File: src/rtl/ldpc_out_pack_pkg.sv
// Shared LDPC constants, FSM encoding and the packed FIFO word used by the
// decoder back end and the output byte packer.
package ldpc_out_pack_pkg;

  localparam int LDPC_K_HALF = 4608;
  localparam int LDPC_K_3Q   = 6912;
  localparam int LDPC_N      = 9216;
  localparam int CNT_W       = 13;

  typedef enum logic [1:0] {
    IDLE  = 2'd0,
    RUN   = 2'd1,
    FLUSH = 2'd2
  } ldpc_state_e;

  typedef struct packed {
    logic       sof;
    logic       eof;
    logic [7:0] data;
  } pack_word_t;

  localparam int PACK_W = $bits(pack_word_t);

endpackage

File: src/rtl/ldpc_byte_fifo.sv
// Circular byte FIFO with wrap-around pointers and registered full/empty flags.
// The head word reads as zero while the FIFO is empty.
module ldpc_byte_fifo #(
  parameter int AW = 3,
  parameter int W  = 10
) (
  input  logic         clk,
  input  logic         reset_n,
  input  logic         push,
  input  logic [W-1:0] push_data,
  input  logic         pop,
  output logic [W-1:0] pop_data,
  output logic         full,
  output logic         empty,
  output logic         drop
);

  localparam int DEPTH = 2 ** AW;

  logic [W-1:0]  mem [DEPTH];
  logic [AW-1:0] wptr_q, wptr_d;
  logic [AW-1:0] rptr_q, rptr_d;
  logic          full_q, full_d;
  logic          empty_q, empty_d;
  logic          wr, rd;

  always_comb begin
    rd      = pop && !empty_q;
    // A full FIFO still accepts a push when the head leaves in the same cycle.
    wr      = push && (!full_q || rd);
    wptr_d  = wptr_q;
    rptr_d  = rptr_q;
    full_d  = full_q;
    empty_d = empty_q;
    if (wr) wptr_d = wptr_q + 1'b1;
    if (rd) rptr_d = rptr_q + 1'b1;
    if (wr && !rd) begin
      empty_d = 1'b0;
      full_d  = ((wptr_q + 1'b1) == rptr_q);
    end else if (rd && !wr) begin
      full_d  = 1'b0;
      empty_d = ((rptr_q + 1'b1) == wptr_q);
    end
  end

  always_ff @(posedge clk or negedge reset_n) begin
    if (!reset_n) begin
      wptr_q  <= '0;
      rptr_q  <= '0;
      full_q  <= 1'b0;
      empty_q <= 1'b1;
    end else begin
      wptr_q  <= wptr_d;
      rptr_q  <= rptr_d;
      full_q  <= full_d;
      empty_q <= empty_d;
    end
  end

  always_ff @(posedge clk) begin
    if (wr) mem[wptr_q] <= push_data;
  end

  assign pop_data = empty_q ? '0 : mem[rptr_q];
  assign full     = full_q;
  assign empty    = empty_q;
  assign drop     = push && !wr;

endmodule

File: src/rtl/ldpc_out_pack.sv
// Packs the decoder's hard-bit stream into MSB-first bytes tagged with
// start/end-of-frame, buffered through a small FIFO with valid/ready output.
module ldpc_out_pack
  import ldpc_out_pack_pkg::*;
#(
  parameter int FIFO_AW = 3,
  parameter int K_HALF  = LDPC_K_HALF,
  parameter int K_3Q    = LDPC_K_3Q
) (
  input  logic       clk,
  input  logic       reset_n,
  input  logic       data_in,
  input  logic       sync_in,
  input  logic       rate,
  input  logic [4:0] num_iter,
  output logic [7:0] byte_out,
  output logic       byte_sof,
  output logic       byte_eof,
  output logic       byte_valid,
  input  logic       byte_ready,
  output logic [4:0] frm_iter,
  output logic       frm_err,
  output logic       overflow
);

  localparam logic [CNT_W-1:0] KH = CNT_W'(K_HALF);
  localparam logic [CNT_W-1:0] K3 = CNT_W'(K_3Q);

  ldpc_state_e      state_q, state_d;
  logic [7:0]       sreg_q, sreg_d;
  logic [CNT_W-1:0] cnt_q, cnt_d;
  logic [CNT_W-1:0] k_q, k_d;
  logic [4:0]       iter_q, iter_d;
  logic             err_q, err_d;
  logic             ovf_q, ovf_d;
  logic             pend_vld_q, pend_vld_d;
  pack_word_t       pend_q, pend_d;

  logic             start;
  logic [CNT_W-1:0] cnt_cur;
  logic [CNT_W-1:0] k_cur;
  pack_word_t       head;
  logic             fifo_full, fifo_empty, fifo_drop;

  always_comb begin
    state_d    = state_q;
    sreg_d     = sreg_q;
    cnt_d      = cnt_q;
    k_d        = k_q;
    iter_d     = iter_q;
    err_d      = err_q;
    ovf_d      = ovf_q;
    pend_vld_d = 1'b0;
    pend_d     = pend_q;
    start      = sync_in && (state_q != RUN);
    cnt_cur    = cnt_q;
    k_cur      = k_q;

    unique case (state_q)
      IDLE: if (sync_in) state_d = RUN;
      RUN: begin
        if (!sync_in) begin
          state_d = FLUSH;
          if (cnt_q < k_q) err_d = 1'b1;
        end
      end
      FLUSH: begin
        state_d = sync_in ? RUN : IDLE;
        // Partial byte was built MSB-first over a cleared register, so its LSBs are already zero.
        if (cnt_q[2:0] != 3'd0) begin
          pend_vld_d  = 1'b1;
          pend_d.sof  = (cnt_q[CNT_W-1:3] == '0);
          pend_d.eof  = 1'b1;
          pend_d.data = sreg_q;
        end
      end
      default: state_d = IDLE;
    endcase

    // A start seen in FLUSH overlaps the old frame's flush; the new frame's
    // first bit lands at byte offset 0 and can never complete a byte here.
    if (start) begin
      k_cur   = rate ? K3 : KH;
      k_d     = k_cur;
      cnt_cur = '0;
      iter_d  = num_iter;
      err_d   = 1'b0;
      ovf_d   = 1'b0;
    end

    if (sync_in) begin
      if (cnt_cur < k_cur) begin
        cnt_d = cnt_cur + 1'b1;
        if (cnt_cur[2:0] == 3'd0) sreg_d = '0;
        sreg_d[3'd7 - cnt_cur[2:0]] = data_in;
        if (cnt_cur[2:0] == 3'd7) begin
          pend_vld_d  = 1'b1;
          pend_d.sof  = (cnt_cur[CNT_W-1:3] == '0);
          pend_d.eof  = (cnt_cur == (k_cur - 1'b1));
          pend_d.data = {sreg_q[7:1], data_in};
        end
      end else begin
        err_d = 1'b1;
      end
    end

    if (fifo_drop) ovf_d = 1'b1;
  end

  always_ff @(posedge clk or negedge reset_n) begin
    if (!reset_n) begin
      state_q    <= IDLE;
      sreg_q     <= '0;
      cnt_q      <= '0;
      k_q        <= '0;
      iter_q     <= '0;
      err_q      <= 1'b0;
      ovf_q      <= 1'b0;
      pend_vld_q <= 1'b0;
      pend_q     <= '0;
    end else begin
      state_q    <= state_d;
      sreg_q     <= sreg_d;
      cnt_q      <= cnt_d;
      k_q        <= k_d;
      iter_q     <= iter_d;
      err_q      <= err_d;
      ovf_q      <= ovf_d;
      pend_vld_q <= pend_vld_d;
      pend_q     <= pend_d;
    end
  end

  ldpc_byte_fifo #(
    .AW (FIFO_AW),
    .W  (PACK_W)
  ) u_fifo (
    .clk       (clk),
    .reset_n   (reset_n),
    .push      (pend_vld_q),
    .push_data (pend_q),
    .pop       (byte_ready),
    .pop_data  (head),
    .full      (fifo_full),
    .empty     (fifo_empty),
    .drop      (fifo_drop)
  );

  assign byte_out   = head.data;
  assign byte_sof   = head.sof;
  assign byte_eof   = head.eof;
  assign byte_valid = !fifo_empty;
  assign frm_iter   = iter_q;
  assign frm_err    = err_q;
  assign overflow   = ovf_q;

endmodule

File: config.mk
export PLATFORM = sky130hd
export DESIGN_NAME = ldpc_out_pack
export DESIGN_NICKNAME = d
export VERILOG_FILES = /design/src/rtl/ldpc_out_pack_pkg.sv /design/src/rtl/ldpc_byte_fifo.sv /design/src/rtl/ldpc_out_pack.sv
export SDC_FILE = /design/constraint.sdc
export NUM_CORES = 1
export LEC_CHECK = 0
export CORE_MARGIN = 4
export CORE_UTILIZATION = 60
export DETAILED_ROUTE_END_ITERATION = 7
export GPL_ROUTABILITY_DRIVEN = 0
export GPL_TIMING_DRIVEN = 0
export PLACE_DENSITY_LB_ADDON = 0.15
export SYNTH_ARGS = -nofsm -noshare
export SYNTH_HDL_FRONTEND = slang
export SYNTH_SLANG_ARGS = --single-unit
File: constraint.sdc
create_clock -name clk -period 8.69 [get_ports clk]
set_clock_uncertainty 0.05 [all_clocks]
set_input_delay 2.1725 -clock clk [delete_from_list [all_inputs] [get_ports clk]]
set_output_delay 2.1725 -clock clk [all_outputs]
set_load 0.02 [all_outputs]
==> qor.log, run 1 <==
[status] result of the run completed
[global_routing] global routing usage summed across all routing layers 24.6%
[floorplan] die area 13400 um2
[clocking] clock tree from TritonCTS built
[critical_path] Worst Path Max Fanout 10
[clocking] number of sinks handled by clock tree synthesis 142
[clocking] clock root buffer master sky130_fd_sc_hd__clkbuf_16
[logic_synthesis] count of flip-flops with a built-in enable after synthesis 80
[floorplan] Top Ports 29
[clocking] Max clock buf depth 2
[logic_synthesis] most used flip-flop cell after synthesis sky130_fd_sc_hd__edfxtp_1
[job] Max Cap Violations 0
[sta] fin. max-slew vios 0
[power] power density over the cells 279 nW/um2
[critical_path] number of buffer and inverter instances along the worst setup path 7
[routing] routed length per placed instance 19.7 um
[critical_path] longest individual stage delay on the worst path 510 ps
[final_layout] fin cells 779
[final_layout] Syn-to-layout area delta 16.2%
[power] Leak 0.00330 uW
[sta] min Tclk post-route 6560 ps
[final_layout] share of layout cells above drive strength 1 13.2%
[placement] Placed Instance Area 7500 um2
[routing] vias after detailed routing 4793
[logic_synthesis] sequential fraction of the synthesis area 56.6%
[hold_path] startpoint of the lowest-slack hold path frm_iter[1]
[routing] number of DRC markers in iteration 0 364
[routing] met2 WL post-DR 7990 um
[logic_synthesis] main combinational cell family by area after synthesis simple AND/OR/NAND/NOR gates
[final_layout] net count of the finished layout 666
[sta] Tightest Pin Transition 1080 ps
[critical_path] kind of start point of the critical path input port
[floorplan] row cnt 39
[final_layout] most common cell after layout, fill and taps aside sky130_fd_sc_hd__edfxtp_1
[placement] half-perimeter wire length after placement 10500 um
[clocking] CTS hold repair buffers 0
[clocking] latest clock arrival within the worst-skew pair 420 ps
[floorplan] starting density of the core 61.2%
[placement] count of buffers from port buffering 28
[logic_synthesis] Post-Synth XOR/XNOR Area 3.39%
[routing] top layer used by detailed routing met4
[global_routing] global route total overflow 0
[logic_synthesis] number of synthesized register bits 142
[routing] Met3 Wirelength 792 um
[sta] post-layout worst setup margin 2130 ps
[routing] iteration count of the initial detailed-routing pass 4
[floorplan] Die X 116 um
[sta] worst slack on hold paths 429 ps
[sta] setup repair after global routing missed its margin no
[floorplan] core area 11400 um2
[routing] ANT nets after route 0
[placement] placement-stage worst setup slack 1730 ps
[logic_synthesis] multiplexer fraction of the synthesized cell area 9.80%
[clocking] cells resized by post-CTS repair 0
[global_routing] number of antenna violations at the first check in global routing 0
[logic_synthesis] Post-Synth Simple-Gate Area 11.4%
[sta] number of failing setup endpoints in the final timing report 0
[placement] placed instance count 747
[global_routing] first-pass GRT wire length 24800 um
[routing] per-cell via count in the routed design 6.15
[clocking] Clk pin slew, worst setup/hold paths 60 ps
[hold_path] class of the worst hold path register to register
[sta] period utilisation layout 75.4%
[logic_synthesis] largest area contributor in the netlist sky130_fd_sc_hd__edfxtp_1
[routing] post-detailed-routing wire length 15400 um
[sta] Max Clk Rate 153 MHz
[logic_synthesis] ranking of synthesized cells by area sky130_fd_sc_hd__edfxtp_1 (34%), sky130_fd_sc_hd__dfrtp_1 (22%), sky130_fd_sc_hd__mux4_2 (6.4%), sky130_fd_sc_hd__ha_1 (5.7%), sky130_fd_sc_hd__nand2_1 (3.1%)
[logic_synthesis] fraction of the mapped netlist area in compound gates 9.19%
[final_layout] post-route cell area 8110 um2
[global_routing] vias in the first global route 4903
[clocking] post-CTS setup buffers 0
[critical_path] startpoint of the worst register-to-register path state_q[1]
[critical_path] required arrival time at the worst endpoint 8940 ps
[critical_path] path type of the worst setup path input port to register
[sta] Sum Neg Setup Slack 0 ps
[routing] DRC violation count after routing 0
[logic_synthesis] Post-Syn Instances 573
[logic_synthesis] synthesized cell area 6980 um2
[critical_path] crit path capture type register
[critical_path] CP cell instances clkdlybuf4s50_1 > clkbuf_1 > nand2_1 > buf_2 > clkbuf_1 > buf_1 > nand2_1 > ha_1 > a21o_1 > nand2_1 > a21oi_1 > a211oi_1 > o211a_1 > clkbuf_1 > buf_2 > o21ai_0 > o2bb2ai_1
[global_routing] pin count of the biggest net entering global routing 63
[sta] Final Hold Vio Count 0
[routing] total routed wire length on the met1 layer 6250 um
[logic_synthesis] post-synthesis net count 616
[logic_synthesis] count of yosys warnings during synthesis 0
[clocking] number of buffers created by CTS 17
[critical_path] launching instance or port of the critical path sync_in
[sta] Slew Limit Headroom 27.8%
[critical_path] cell with the biggest individual delay on the critical path sky130_fd_sc_hd__clkbuf_1
[clocking] number of H-tree branching levels 4
[logic_synthesis] proportion of netlist area held by the largest area contributor 34.4%
[logic_synthesis] share of synthesized flip-flops with an asynchronous set or reset 43.7%
[power] Worst VDD drop 0.000244 V
[final_layout] leading cell types in the layout, fill and taps excluded sky130_fd_sc_hd__edfxtp_1 (80), sky130_fd_sc_hd__dfrtp_1 (61), sky130_fd_sc_hd__nand2_1 (58), sky130_fd_sc_hd__inv_1 (39), sky130_fd_sc_hd__nor2_1 (37)
[logic_synthesis] count of unique library cells instantiated by Yosys 52
[critical_path] CP arrival 6800 ps
[final_layout] number of antenna diodes 0
[logic_synthesis] adder-cell share of the synthesized area 5.73%
[critical_path] family of cells with the greatest summed delay on the critical path buffers and inverters
[logic_synthesis] Avg Inst Size Synth 12.2 um2
[floorplan] die outline height 116 um
[final_layout] fill cell instance count of the final layout 786
## cell families after synthesis
kind of cell / Yosys count
AOI/OAI and AO/OA: 97
adders and majority gates: 32
muxes: 42
buffers and inverters: 67
and+or+nand+nor: 166
DFF: 142
xor gates and xnor gates: 27
## state kept, by name, indices dropped and copies added, names as in the netlist, 3 cells and up
name / cells
cnt_q: 13
frm_iter: 5
k_q: 13
pend_q: 10
sreg_q: 8
u_fifo.mem: 80
u_fifo.rptr_q: 3
u_fifo.wptr_q: 3
## worst paths after layout
check | slack, ps | to | cells past startpoint
max | 2130 | sreg_q[1] | 17
min | 430 | frm_iter[1] | 2
max reg2reg | 3870 | sreg_q[1] | 16
min reg2reg | 430 | frm_iter[1] | 2
max in group asynchronous | 6280 | k_q[2] | 1
min in group asynchronous | 1770 | u_fifo.rptr_q[2] | 1
## cells in the mapped netlist, types with 13 or more instances
| cell | instances |
|---|---|
| sky130_fd_sc_hd__edfxtp_1 | 80 |
| sky130_fd_sc_hd__o21ai_0 | 29 |
| sky130_fd_sc_hd__dfrtp_1 | 61 |
| sky130_fd_sc_hd__nand2_1 | 58 |
| sky130_fd_sc_hd__ha_1 | 32 |
| sky130_fd_sc_hd__xnor2_1 | 19 |
| sky130_fd_sc_hd__mux4_2 | 20 |
| sky130_fd_sc_hd__a21oi_1 | 17 |
| sky130_fd_sc_hd__inv_1 | 39 |
| sky130_fd_sc_hd__nor2_1 | 37 |
| sky130_fd_sc_hd__clkbuf_1 | 17 |
| sky130_fd_sc_hd__nand3_1 | 13 |
## layer usage
metal  GRT usage, %  up-vias
li1               -     2205
met1           30.0     2379
met2           42.8      176
met3           6.32       33
met4           8.58        0
met5              0        -
## per-stage QoR
| stage | util [%] | power, uW |
|---|---|---|
| after floorplan | - | 1300 |
| after global placement | 65.2 | 1490 |
| after detailed placement | 65.7 | 1520 |
| after CTS | 71.0 | 2270 |
| after global routing | 71.0 | 2360 |
| final | 71.0 | 2260 |
## tightest hold or removal path: stages (launching register included)
cell and delay, ps:
sky130_fd_sc_hd__dfrtp_1 340, sky130_fd_sc_hd__nand2_1 50, sky130_fd_sc_hd__nand2_1 60
## cell type report
| cell class | instances | area (um2) | share of cell area [%] |
|---|---|---|---|
| flip-flops and latches | 142 | 3960 | 48.8 |
| multi-input cells | 364 | 2790 | 34.4 |
| clock buffers | 20 | 457 | 5.63 |
| repair buffers | 31 | 308 | 3.79 |
| well taps | 143 | 179 | 2.21 |
| clock inverters | 12 | 159 | 1.96 |
| inverters | 39 | 146 | 1.80 |
| plain buffers | 28 | 120 | 1.48 |
## report_power, final
part	internal [uW]	leakage, uW	switching [uW]	total [uW]
clock network	468	0.000286	282	750
logic	295	0.00148	333	628
registers	813	0.00153	70.9	883
Power figures use the tool's default switching activity.
==> run 2: changes to the inputs <==
==> constraint.sdc (replaced) <==
create_clock -name clk -period 6.51 [get_ports clk]
set_clock_uncertainty 0.05 [all_clocks]
set_input_delay 1.6275 -clock clk [delete_from_list [all_inputs] [get_ports clk]]
set_output_delay 1.6275 -clock clk [all_outputs]
set_load 0.02 [all_outputs]
==> results of run 2 <==
The final DEF is identical to that of run 1. Status: completed.
Main changes from that run: setup slack after placement 1730 ps -> 98.6 ps; setup slack after layout 2130 ps -> 498 ps; register-to-register setup slack 3870 ps -> 1690 ps; total power 2260 uW -> 3020 uW; worst IR drop on VDD 0.000244 V -> 0.000326 V
==> run 3: changes to the inputs <==
--- a/config.mk
+++ b/config.mk
@@ -5,7 +5,7 @@
 export SDC_FILE = /design/constraint.sdc
 export NUM_CORES = 1
 export LEC_CHECK = 0
-export CORE_MARGIN = 4
+export CORE_MARGIN = 2
 export CORE_UTILIZATION = 60
 export DETAILED_ROUTE_END_ITERATION = 7
 export GPL_ROUTABILITY_DRIVEN = 0
==> qor.log, run 3 (synthesis gave the netlist of run 1 again) <==
[routing] DRC violation count after routing 0 [unchanged]
[power] Leak 0.00330 uW [about the same]
[critical_path] path type of the worst setup path input port to register
[critical_path] required arrival time at the worst endpoint 6760 ps
[clocking] number of sinks handled by clock tree synthesis 142 [unchanged]
[global_routing] first-pass GRT wire length 25200 um [+1.8%]
[final_layout] number of antenna diodes 0 [unchanged]
[global_routing] global routing usage summed across all routing layers 26.4% [+1.7 points]
[final_layout] Top reg by flops u_fifo.mem
[routing] routed length per placed instance 20.0 um [+1.5%]
[power] Worst VDD drop 0.000257 V
[final_layout] largest registers in the final layout u_fifo.mem (80), cnt_q (13), k_q (13)
[routing] post-detailed-routing wire length 15600 um [+1.5%]
[final_layout] most common cell after layout, fill and taps aside sky130_fd_sc_hd__edfxtp_1
[clocking] cells resized by post-CTS repair 0 [unchanged]
[clocking] CTS hold repair buffers 0 [unchanged]
[final_layout] share of layout cells above drive strength 1 13.2% [unchanged]
[placement] Placed Instance Area 7500 um2 [unchanged]
[hold_path] class of the worst hold path register to register
[sta] Final Hold Vio Count 0 [unchanged]
[floorplan] die outline height 112 um [-3.5%]
[clocking] number of buffers created by CTS 17 [unchanged]
[power] power density over the cells 371 nW/um2
[sta] number of failing setup endpoints in the final timing report 0 [unchanged]
[clocking] latest clock arrival within the worst-skew pair 430 ps [about the same]
[final_layout] flip-flop count of the largest register after layout 80 [unchanged]
[clocking] number of H-tree branching levels 4 [unchanged]
[global_routing] vias in the first global route 4931 [+0.57%]
[sta] period utilisation layout 93.7%
[sta] Sum Neg Setup Slack 0 ps [unchanged]
[critical_path] kind of start point of the critical path input port
[routing] per-cell via count in the routed design 6.17 [+0.31%]
[sta] min Tclk post-route 6100 ps
[floorplan] Die X 112 um [-3.5%]
[sta] Slew Limit Headroom 19.4% [-8.4 points]
[floorplan] row cnt 39 [unchanged]
[final_layout] net count of the finished layout 666 [unchanged]
[critical_path] CP arrival 6350 ps
[status] result of the run completed
[job] Max Cap Violations 0 [unchanged]
[clocking] clock tree from TritonCTS built
[floorplan] Top Ports 29 [unchanged]
[placement] count of buffers from port buffering 28 [unchanged]
[clocking] clock root buffer master sky130_fd_sc_hd__clkbuf_16
[critical_path] crit path capture type register
[routing] number of DRC markers in iteration 0 469 [+29%]
[global_routing] global route total overflow 0 [unchanged]
[placement] placed instance count 747 [unchanged]
[final_layout] fin cells 779 [unchanged]
[sta] Tightest Pin Transition 1200 ps [+125 ps]
[final_layout] fill cell instance count of the final layout 795 [+1.1%]
[critical_path] Worst Path Max Fanout 10 [unchanged]
[sta] fin. max-slew vios 0 [unchanged]
[final_layout] Syn-to-layout area delta 15.9%
[floorplan] die area 12500 um2 [-6.8%]
[clocking] post-CTS setup buffers 0 [unchanged]
[clocking] Max clock buf depth 2 [unchanged]
[global_routing] pin count of the biggest net entering global routing 63 [unchanged]
[clocking] Clk pin slew, worst setup/hold paths 60 ps [about the same]
[final_layout] leading cell types in the layout, fill and taps excluded sky130_fd_sc_hd__edfxtp_1 (80), sky130_fd_sc_hd__dfrtp_1 (61), sky130_fd_sc_hd__nand2_1 (58), sky130_fd_sc_hd__inv_1 (39), sky130_fd_sc_hd__nor2_1 (37)
[final_layout] total area of multi-input combinational cells 2790 um2 [unchanged]
[routing] iteration count of the initial detailed-routing pass 6 [+2]
[placement] half-perimeter wire length after placement 10500 um [+0.21%]
[sta] setup repair after global routing missed its margin no
[final_layout] post-route cell area 8100 um2 [-0.20%]
[routing] ANT nets after route 0 [unchanged]
[power] overall power consumption 3000 uW
[floorplan] core area 11400 um2 [-0.43%]
[sta] Max Clk Rate 164 MHz
[sta] worst slack on hold paths 414 ps [-15.5 ps]
[final_layout] sequential cell area in the final layout 3960 um2 [unchanged]
[routing] vias after detailed routing 4808 [+0.31%]
[global_routing] number of antenna violations at the first check in global routing 0 [unchanged]
[floorplan] starting density of the core 61.4% [+0.26 points]
==> run 3: cell count changes in the layout (fill, tap and decap cells not counted) <==
cell / before / now
sky130_fd_sc_hd__clkbuf_1: 18 / 17
sky130_fd_sc_hd__clkinvlp_4: 5 / 2
sky130_fd_sc_hd__inv_6: 3 / 5
sky130_fd_sc_hd__clkinv_2: 1 / 0
sky130_fd_sc_hd__bufinv_16: 3 / 2
sky130_fd_sc_hd__clkinv_4: 0 / 2
sky130_fd_sc_hd__clkbuf_8: 2 / 0
sky130_fd_sc_hd__clkinv_1: 0 / 1
sky130_fd_sc_hd__inv_8: 0 / 3
==> run 3: final timing paths <==
| check | depth (start not counted) | to | startpoint | slack (ps) |
|---|---|---|---|---|
| worst min register to register | 1 | state_q[0] | state_q[1] | 410 |
| worst max register to register | 16 | sreg_q[3] | state_q[1] | 1600 |
| min in group asynchronous | 1 | frm_iter[3] | reset_n | 1240 |
| worst min-delay path | 1 | state_q[0] | state_q[1] | 410 |
| max in group asynchronous | 1 | state_q[1] | reset_n | 4640 |
| worst max-delay path | 17 | sreg_q[3] | sync_in | 410 |
==> run 3: stage by stage <==
step / util [%] / worst slack [ps]
after floorplan: - / 1730
after global placement: 65.5 / 220
after detailed placement: 65.9 / 86.8
after CTS: 71.2 / 484
after global routing: 71.2 / 106
final: 71.2 / 409
==> run 3: where the power goes <==
| group | leakage (uW) | switching, uW | total [uW] | internal, uW |
|---|---|---|---|---|
| registers | 0.00153 | 97.2 | 1180 | 1080 |
| logic | 0.00148 | 445 | 839 | 394 |
| clock network | 0.000289 | 406 | 983 | 577 |
| total | 0.00330 | 948 | 3000 | 2060 |
==> run 3: per-layer routing <==
layer	share of wire, %	up-vias	global-route usage, %
met1	38	2353	31.1
met4	2.7	0	11.0
met3	5.7	36	4.74
li1	-	2208	-
met2	53	211	47.6
met5	0	-	0
==> run 3: layout make-up <==
class / instances / area share (%)
inverters: 39 / 1.81
clock buffers: 17 / 5.25
clock inverters: 15 / 2.15
flip-flops and latches: 142 / 48.8
well taps: 143 / 2.21
repair buffers: 31 / 3.80
plain buffers: 28 / 1.48
multi-input cells: 364 / 34.4
==> run 3: worst max-delay path, cell delays in order <==
cell                              delay (ps)
sky130_fd_sc_hd__clkdlybuf4s50_1         420
sky130_fd_sc_hd__clkbuf_1                260
sky130_fd_sc_hd__nand2_1                 280
sky130_fd_sc_hd__buf_2                   270
sky130_fd_sc_hd__clkbuf_1                540
sky130_fd_sc_hd__buf_1                   420
sky130_fd_sc_hd__nand2_1                 150
sky130_fd_sc_hd__ha_1                    350
sky130_fd_sc_hd__a21o_1                  190
sky130_fd_sc_hd__nand2_1                  60
sky130_fd_sc_hd__a21oi_1                  70
sky130_fd_sc_hd__a211oi_1                350
sky130_fd_sc_hd__o211a_1                 230
sky130_fd_sc_hd__clkbuf_1                410
sky130_fd_sc_hd__buf_2                   340
sky130_fd_sc_hd__o21ai_0                 190
sky130_fd_sc_hd__o2bb2ai_1               170
